### config.mk
export PLATFORM = sky130hd
export DESIGN_NAME = sol32_exec_unit
export DESIGN_NICKNAME = d
export VERILOG_FILES = /design/src/rtl/sol32_exec_unit.sv
export SDC_FILE = /design/constraint.sdc
export NUM_CORES = 1
export LEC_CHECK = 0
export BUFFER_PORTS_ARGS = -buffer_cell sky130_fd_sc_hd__buf_2
export CAP_MARGIN = 20
export CORE_MARGIN = 4
export CORE_UTILIZATION = 29
export DETAILED_ROUTE_END_ITERATION = 10
export PLACE_DENSITY = 0.46
export SYNTH_ARGS = -nofsm -noshare
export SYNTH_HDL_FRONTEND = slang
export SYNTH_SLANG_ARGS = --single-unit
### constraint.sdc
create_clock -name Clock -period 2.3 [get_ports Clock]
set_input_delay 0.345 -clock Clock [delete_from_list [all_inputs] [get_ports Clock]]
set_output_delay 0.345 -clock Clock [all_outputs]
set_load 0.05 [all_outputs]
### src/rtl/sol32_exec_unit.sv
// sol32 registered execute stage: two-operand ALU, one-operand ALU and a condition
// comparator feeding Result/Flags/CondTrue registers with one cycle of latency.
module sol32_exec_unit (
  input  logic        Clock,
  input  logic        Reset,
  input  logic        InValid,
  input  logic        UnitSel,
  input  logic [3:0]  Op,
  input  logic [3:0]  Cond,
  input  logic [31:0] SrcA,
  input  logic [31:0] SrcB,
  input  logic [31:0] CmpA,
  input  logic [31:0] CmpB,
  output logic        OutValid,
  output logic [31:0] Result,
  output logic [3:0]  Flags,
  output logic        CondTrue
);

  logic [31:0] res_s;
  logic        c_s;
  logic        v_s;
  logic        n_s;
  logic        z_s;
  logic        cond_s;
  logic [32:0] sum_s;
  logic [32:0] sll_s;
  logic [32:0] srl_s;
  logic [32:0] sra_s;
  logic [63:0] rol_s;
  logic [63:0] ror_s;
  logic [5:0]  clz_s;
  logic [5:0]  ctz_s;
  logic [5:0]  pop_s;
  logic [31:0] rev_s;
  logic [4:0]  amt_s;

  logic        out_valid_d, out_valid_q;
  logic [31:0] result_d, result_q;
  logic [3:0]  flags_d, flags_q;
  logic        cond_true_d, cond_true_q;

  // Bit-scan helpers shared by CLZ/CTZ/POPCNT/BITREV
  always_comb begin
    clz_s = 6'd32;
    ctz_s = 6'd32;
    pop_s = 6'd0;
    rev_s = 32'd0;
    for (int i = 0; i < 32; i++) begin
      clz_s    = SrcA[i] ? 6'(31 - i) : clz_s;
      pop_s    = pop_s + 6'(SrcA[i]);
      rev_s[i] = SrcA[31 - i];
    end
    for (int i = 31; i >= 0; i--) begin
      ctz_s = SrcA[i] ? 6'(i) : ctz_s;
    end
  end

  // ALU datapath; the extra low/high bit on shifts captures the bit shifted out
  always_comb begin
    amt_s = SrcB[4:0];
    sll_s = {1'b0, SrcA} << amt_s;
    srl_s = {SrcA, 1'b0} >> amt_s;
    sra_s = $signed({SrcA, 1'b0}) >>> amt_s;
    rol_s = {SrcA, SrcA} << amt_s;
    ror_s = {SrcA, SrcA} >> amt_s;
    sum_s = 33'd0;
    res_s = 32'd0;
    c_s   = 1'b0;
    v_s   = 1'b0;
    if (!UnitSel) begin
      case (Op)
        4'h0: begin
          sum_s = {1'b0, SrcA} + {1'b0, SrcB};
          res_s = sum_s[31:0];
          c_s   = sum_s[32];
          v_s   = (SrcA[31] == SrcB[31]) && (res_s[31] != SrcA[31]);
        end
        4'h1: begin
          sum_s = {1'b0, SrcA} + {1'b0, ~SrcB} + 33'd1;
          res_s = sum_s[31:0];
          c_s   = sum_s[32];
          v_s   = (SrcA[31] != SrcB[31]) && (res_s[31] != SrcA[31]);
        end
        4'h2: res_s = SrcA & SrcB;
        4'h3: res_s = SrcA | SrcB;
        4'h4: res_s = SrcA ^ SrcB;
        4'h5: res_s = ~(SrcA & SrcB);
        4'h6: res_s = ~(SrcA | SrcB);
        4'h7: res_s = ~(SrcA ^ SrcB);
        4'h8: res_s = SrcA & ~SrcB;
        4'h9: begin res_s = sll_s[31:0]; c_s = sll_s[32]; end
        4'hA: begin res_s = srl_s[32:1]; c_s = srl_s[0]; end
        4'hB: begin res_s = sra_s[32:1]; c_s = sra_s[0]; end
        4'hC: res_s = rol_s[63:32];
        4'hD: res_s = ror_s[31:0];
        4'hE: res_s = {31'd0, $signed(SrcA) < $signed(SrcB)};
        4'hF: res_s = {31'd0, SrcA < SrcB};
        default: res_s = 32'd0;
      endcase
    end else begin
      case (Op)
        4'h0: res_s = SrcA;
        4'h1: res_s = ~SrcA;
        4'h2: begin
          res_s = ~SrcA + 32'd1;
          c_s   = (SrcA != 32'd0);
          v_s   = (SrcA == 32'h8000_0000);
        end
        4'h3: begin
          sum_s = {1'b0, SrcA} + 33'd1;
          res_s = sum_s[31:0];
          c_s   = sum_s[32];
          v_s   = (SrcA == 32'h7FFF_FFFF);
        end
        4'h4: begin
          sum_s = {1'b0, SrcA} + 33'h0_FFFF_FFFF;
          res_s = sum_s[31:0];
          c_s   = sum_s[32];
          v_s   = (SrcA == 32'h8000_0000);
        end
        4'h5: res_s = {26'd0, clz_s};
        4'h6: res_s = {26'd0, ctz_s};
        4'h7: res_s = {26'd0, pop_s};
        4'h8: res_s = {SrcA[7:0], SrcA[15:8], SrcA[23:16], SrcA[31:24]};
        4'h9: res_s = rev_s;
        4'hA: res_s = {{24{SrcA[7]}}, SrcA[7:0]};
        4'hB: res_s = {{16{SrcA[15]}}, SrcA[15:0]};
        4'hC: res_s = {24'd0, SrcA[7:0]};
        4'hD: res_s = {16'd0, SrcA[15:0]};
        4'hE: begin
          res_s = SrcA[31] ? (~SrcA + 32'd1) : SrcA;
          v_s   = (SrcA == 32'h8000_0000);
        end
        4'hF: begin res_s = {SrcA[30:0], 1'b0}; c_s = SrcA[31]; end
        default: res_s = 32'd0;
      endcase
    end
    n_s = res_s[31];
    z_s = (res_s == 32'd0);
  end

  // Condition evaluation against the comparator operands and the live ALU flags
  always_comb begin
    case (Cond)
      4'h0: cond_s = (CmpA == CmpB);
      4'h1: cond_s = (CmpA != CmpB);
      4'h2: cond_s = ($signed(CmpA) <  $signed(CmpB));
      4'h3: cond_s = ($signed(CmpA) >= $signed(CmpB));
      4'h4: cond_s = (CmpA <  CmpB);
      4'h5: cond_s = (CmpA >= CmpB);
      4'h6: cond_s = ($signed(CmpA) >  $signed(CmpB));
      4'h7: cond_s = ($signed(CmpA) <= $signed(CmpB));
      4'h8: cond_s = (CmpA >  CmpB);
      4'h9: cond_s = (CmpA <= CmpB);
      4'hA: cond_s = z_s;
      4'hB: cond_s = n_s;
      4'hC: cond_s = c_s;
      4'hD: cond_s = v_s;
      4'hE: cond_s = 1'b1;
      4'hF: cond_s = 1'b0;
      default: cond_s = 1'b0;
    endcase
  end

  // Next-state: load on a valid op, otherwise hold everything but OutValid
  always_comb begin
    out_valid_d = InValid;
    if (InValid) begin
      result_d    = res_s;
      flags_d     = {n_s, z_s, c_s, v_s};
      cond_true_d = cond_s;
    end else begin
      result_d    = result_q;
      flags_d     = flags_q;
      cond_true_d = cond_true_q;
    end
  end

  // Output registers
  always_ff @(posedge Clock or negedge Reset) begin
    if (!Reset) begin
      out_valid_q <= 1'b0;
      result_q    <= 32'd0;
      flags_q     <= 4'd0;
      cond_true_q <= 1'b0;
    end else begin
      out_valid_q <= out_valid_d;
      result_q    <= result_d;
      flags_q     <= flags_d;
      cond_true_q <= cond_true_d;
    end
  end

  assign OutValid = out_valid_q;
  assign Result   = result_q;
  assign Flags    = flags_q;
  assign CondTrue = cond_true_q;

endmodule

==> flow_summary.toml <==
[worst_setup_path]
worstReg2RegEnd = "CondTrue"
r2r-start = "CondTrue"
arrival_ns = 6.51
crit_path_end_kind = "flip-flop"
reg2reg_depth = 6
crit_type = "in -> reg"
critPathLaunchType = "primary input"
required_ns = 2.54
cp_max_fo = 2
r2r_setup_slack_ns = 0.57

[global_route]
grt_pass1_wl_um = 240000
grt-ovfl-total = 0
grt_pass1_vias = 31500
grtUsageTotal = 0.442
grt_max_degree = 57
antenna_found_initial = 16

[finish]
stdcell_count = 5111
nets = 4471
fillCellCount = 7098
drive_gt1_frac = 0.467
final_cell_area_mm2 = 0.0353
area_delta_synth_final_pct = 70.1

[clock_tree]
root_buffer = "clkbuf_16"
clkSinkCount = 37
cts_tree = "built"
cts_made_buffers = 5
cts.clk_slew.worst_paths_ns = 0.07
h-tree-depth = 2
cts_hold_buf = 0
clk_latency_ns = 0.30
clockBufferDepth = 2

[route]
vias_per_cell = 6.42
first_pass_iters = 7
drt-total-wl_um = 176000
drtIter0Drc = 4446
drc = 0
drtAntennaViolNets = 0
num_vias = 32800
post_drt_wl_per_cell_um = 34.4

[status]
status = "complete, but fails checks"
violations = "setup timing"

[timing]
final-hold-violation-count = 0
min_period_over_period = 2.72
worst_slack_ns = -3.97
setup_viol = 36
maxSlewHeadroom = 0.326
fmax_mhz = 160
worst_slew_pin_slew_ns = 0.986
drv_slew = 0
fin_worst_skew_ns = 0
fin_crit_ns = 6.27
fin_hold_ws_ns = 0.127
rsz0062_at_grt = "yes"

[floorplan]
fp.coreArea_mm2 = 0.0705
dieArea_mm2 = 0.0759
die_w_um = 275
die_h_um = 275
start_util = 0.294
row_count = 97
num_io_pins = 178

[power_and_ir_drop]
vdd_drop_max_v = 0.000560
p_int_mw = 6.59
seq_power_share = 0.064
pwr-share-clk = 0.058
leakage_nw = 15.7
p_sw_mw = 6.99
share_comb_of_total_power = 0.878
switching_share = 0.514
power_density_mw_per_mm2 = 385
totalPowerFinal_mw = 13.6

[logic_synthesis]
yosys.area.top_type_share = 0.0862
syn_area_mm2 = 0.0207
synth_edf_count = 0
ys_seq_area_frac = 0.0446
ys_warn_count = 0
synth_most_common_cell = "nand2_1"
ys_ff_latch = 37
syn_area_per_cell_um2 = 7.00
synth_cells = 2965
synthFlopType = "dfrtp_1"
async_reset_ff_frac = 1.00
ys_types = 110
synth_top_cell_by_area = "ha_1"
synthTopCellsByCount = "nand2_1, nor2_1, o21ai_0"
synth.area.top_cells = "ha_1, mux2i_1, o21ai_0"
synthesis.nets = 3274

[job]
drv_cap = 0

[place]
io_buffers = 177
place_hpwl_um = 138000
postPlaceCellArea_mm2 = 0.0309
place.gp.congestion = 1.12
preCtsSetupSlack_ns = -4.40
place_inst = 4939

[min_path]
hold_path.class = "in -> async"
==> power groups by stage <==
| stage | clock network (mW) | registers [mW] | logic [mW] |
|---|---|---|---|
| 3_5_place_dp | 0 | 0.870 | 9.84 |
| 4_1_cts | 0.806 | 0.860 | 10.8 |
| 3_3_place_gp | 0 | 0.867 | 9.85 |
| 2_1_floorplan | 0 | 1.19 | 4.61 |
| 6_report | 0.793 | 0.870 | 11.9 |
| 5_1_grt | 0.826 | 0.873 | 12.3 |
==> cells by family (layout without fill, tap and decap cells) <==
kind of cell / Yosys count / in the layout / synth area share
mux: 235 / 235 / 0.146
xor+xnor: 51 / 51 / 0.0215
other cells: 0 / 8 / 0
compound gates: 1053 / 1053 / 0.351
fa+ha+maj: 169 / 169 / 0.111
buf+inv: 451 / 1649 / 0.0926
simple gates: 969 / 969 / 0.233
flops: 37 / 37 / 0.0446
==> flip-flops by register name, indices dropped and copies added, names as in the netlist <==
| name | count |
|---|---|
| Flags | 3 |
| OutValid | 1 |
| Result | 32 |
| CondTrue | 1 |
==> final cells by class <==
class                           count  area [um2]  area share
Clock buffer                        6         139     0.00393
Timing Repair Buffer             1482       12100       0.344
Sequential cell                    37         926      0.0262
Antenna cell                        8        20.0    0.000567
Inverter                          159         639      0.0181
Clock inverter                      2        13.8    0.000390
Multi-Input combinational cell   2477       20200       0.574
Tap cell                          940        1180      0.0333
==> metrics by stage <==
step	TNS [ns]	utilization
final	-56.49	0.501
after global routing	-58.21	0.500
after CTS	-53.47	0.483
after detailed placement	-80.95	0.439
after floorplan	-42.63	-
after global placement	-80.87	0.439
==> worst max-delay path by stage <==
stage | startpoint | slack (ns) | endpoint | cells past startpoint
6_report | SrcA[25] | -3.97 | CondTrue | 26
5_1_grt | SrcA[25] | -4.08 | Flags[2] | 25
4_1_cts | SrcA[25] | -3.87 | Flags[2] | 25
3_5_place_dp | SrcA[25] | -4.40 | Flags[2] | 25
3_3_place_gp | SrcA[25] | -4.37 | CondTrue | 26
2_1_floorplan | SrcA[5] | -3.57 | Flags[2] | 24
==> what timing repair did <==
item                                    in CTS  in global routing
pin swaps                                  118                 82
endpoints found under the setup margin      36                 36
gates resized for setup                    446                169
gates cloned                                 7                  2
buffers inserted                           103                 70
==> cell usage in the layout, fill, tap and decap left out, drive strengths merged, types with 33 or more instances in the layout <==
master and n:
a211oi 63, a21oi 191, a221oi 33, a22oi 51, a31oi 52, buf 1472
dfrtp 37, ha 143, inv 150, mux2 53, mux2i 135, mux4 47
nand2 266, nand2b 47, nand3 80, nand4 35, nor2 254, nor2b 38
nor3 64, o2111ai 33, o211ai 61, o21ai 212, o22ai 40, xnor2 44
==> metal layers <==
| layer | share of wire | track usage | up-vias | wire length (um) |
|---|---|---|---|---|
| met5 | 0.00043 | 0 | - | 76 |
| met4 | 0.088 | 0.294 | 12 | 15500 |
| met3 | 0.11 | 0.0984 | 663 | 19800 |
| met2 | 0.41 | 0.670 | 2357 | 73000 |
| met1 | 0.38 | 0.562 | 16000 | 67700 |
| li1 | - | - | 13700 | - |
==> critical path, cell delays in order <==
cell	delay, ns
buf_8	0.09
clkinvlp_4	0.20
fa_2	0.55
fa_1	0.51
inv_1	0.06
fa_1	0.50
inv_2	0.04
fa_1	0.51
fa_1	0.43
fa_1	0.51
inv_2	0.05
ha_4	0.15
fa_2	0.35
a21o_1	0.19
a21oi_2	0.15
xor2_1	0.17
o21ai_1	0.10
a211oi_2	0.22
a31oi_1	0.12
a311oi_2	0.31
and4bb_2	0.31
nand3_4	0.14
nor4_4	0.17
buf_4	0.18
nand3_1	0.06
nand3_1	0.09
No activity file was read; power rests on OpenSTA's default activity.
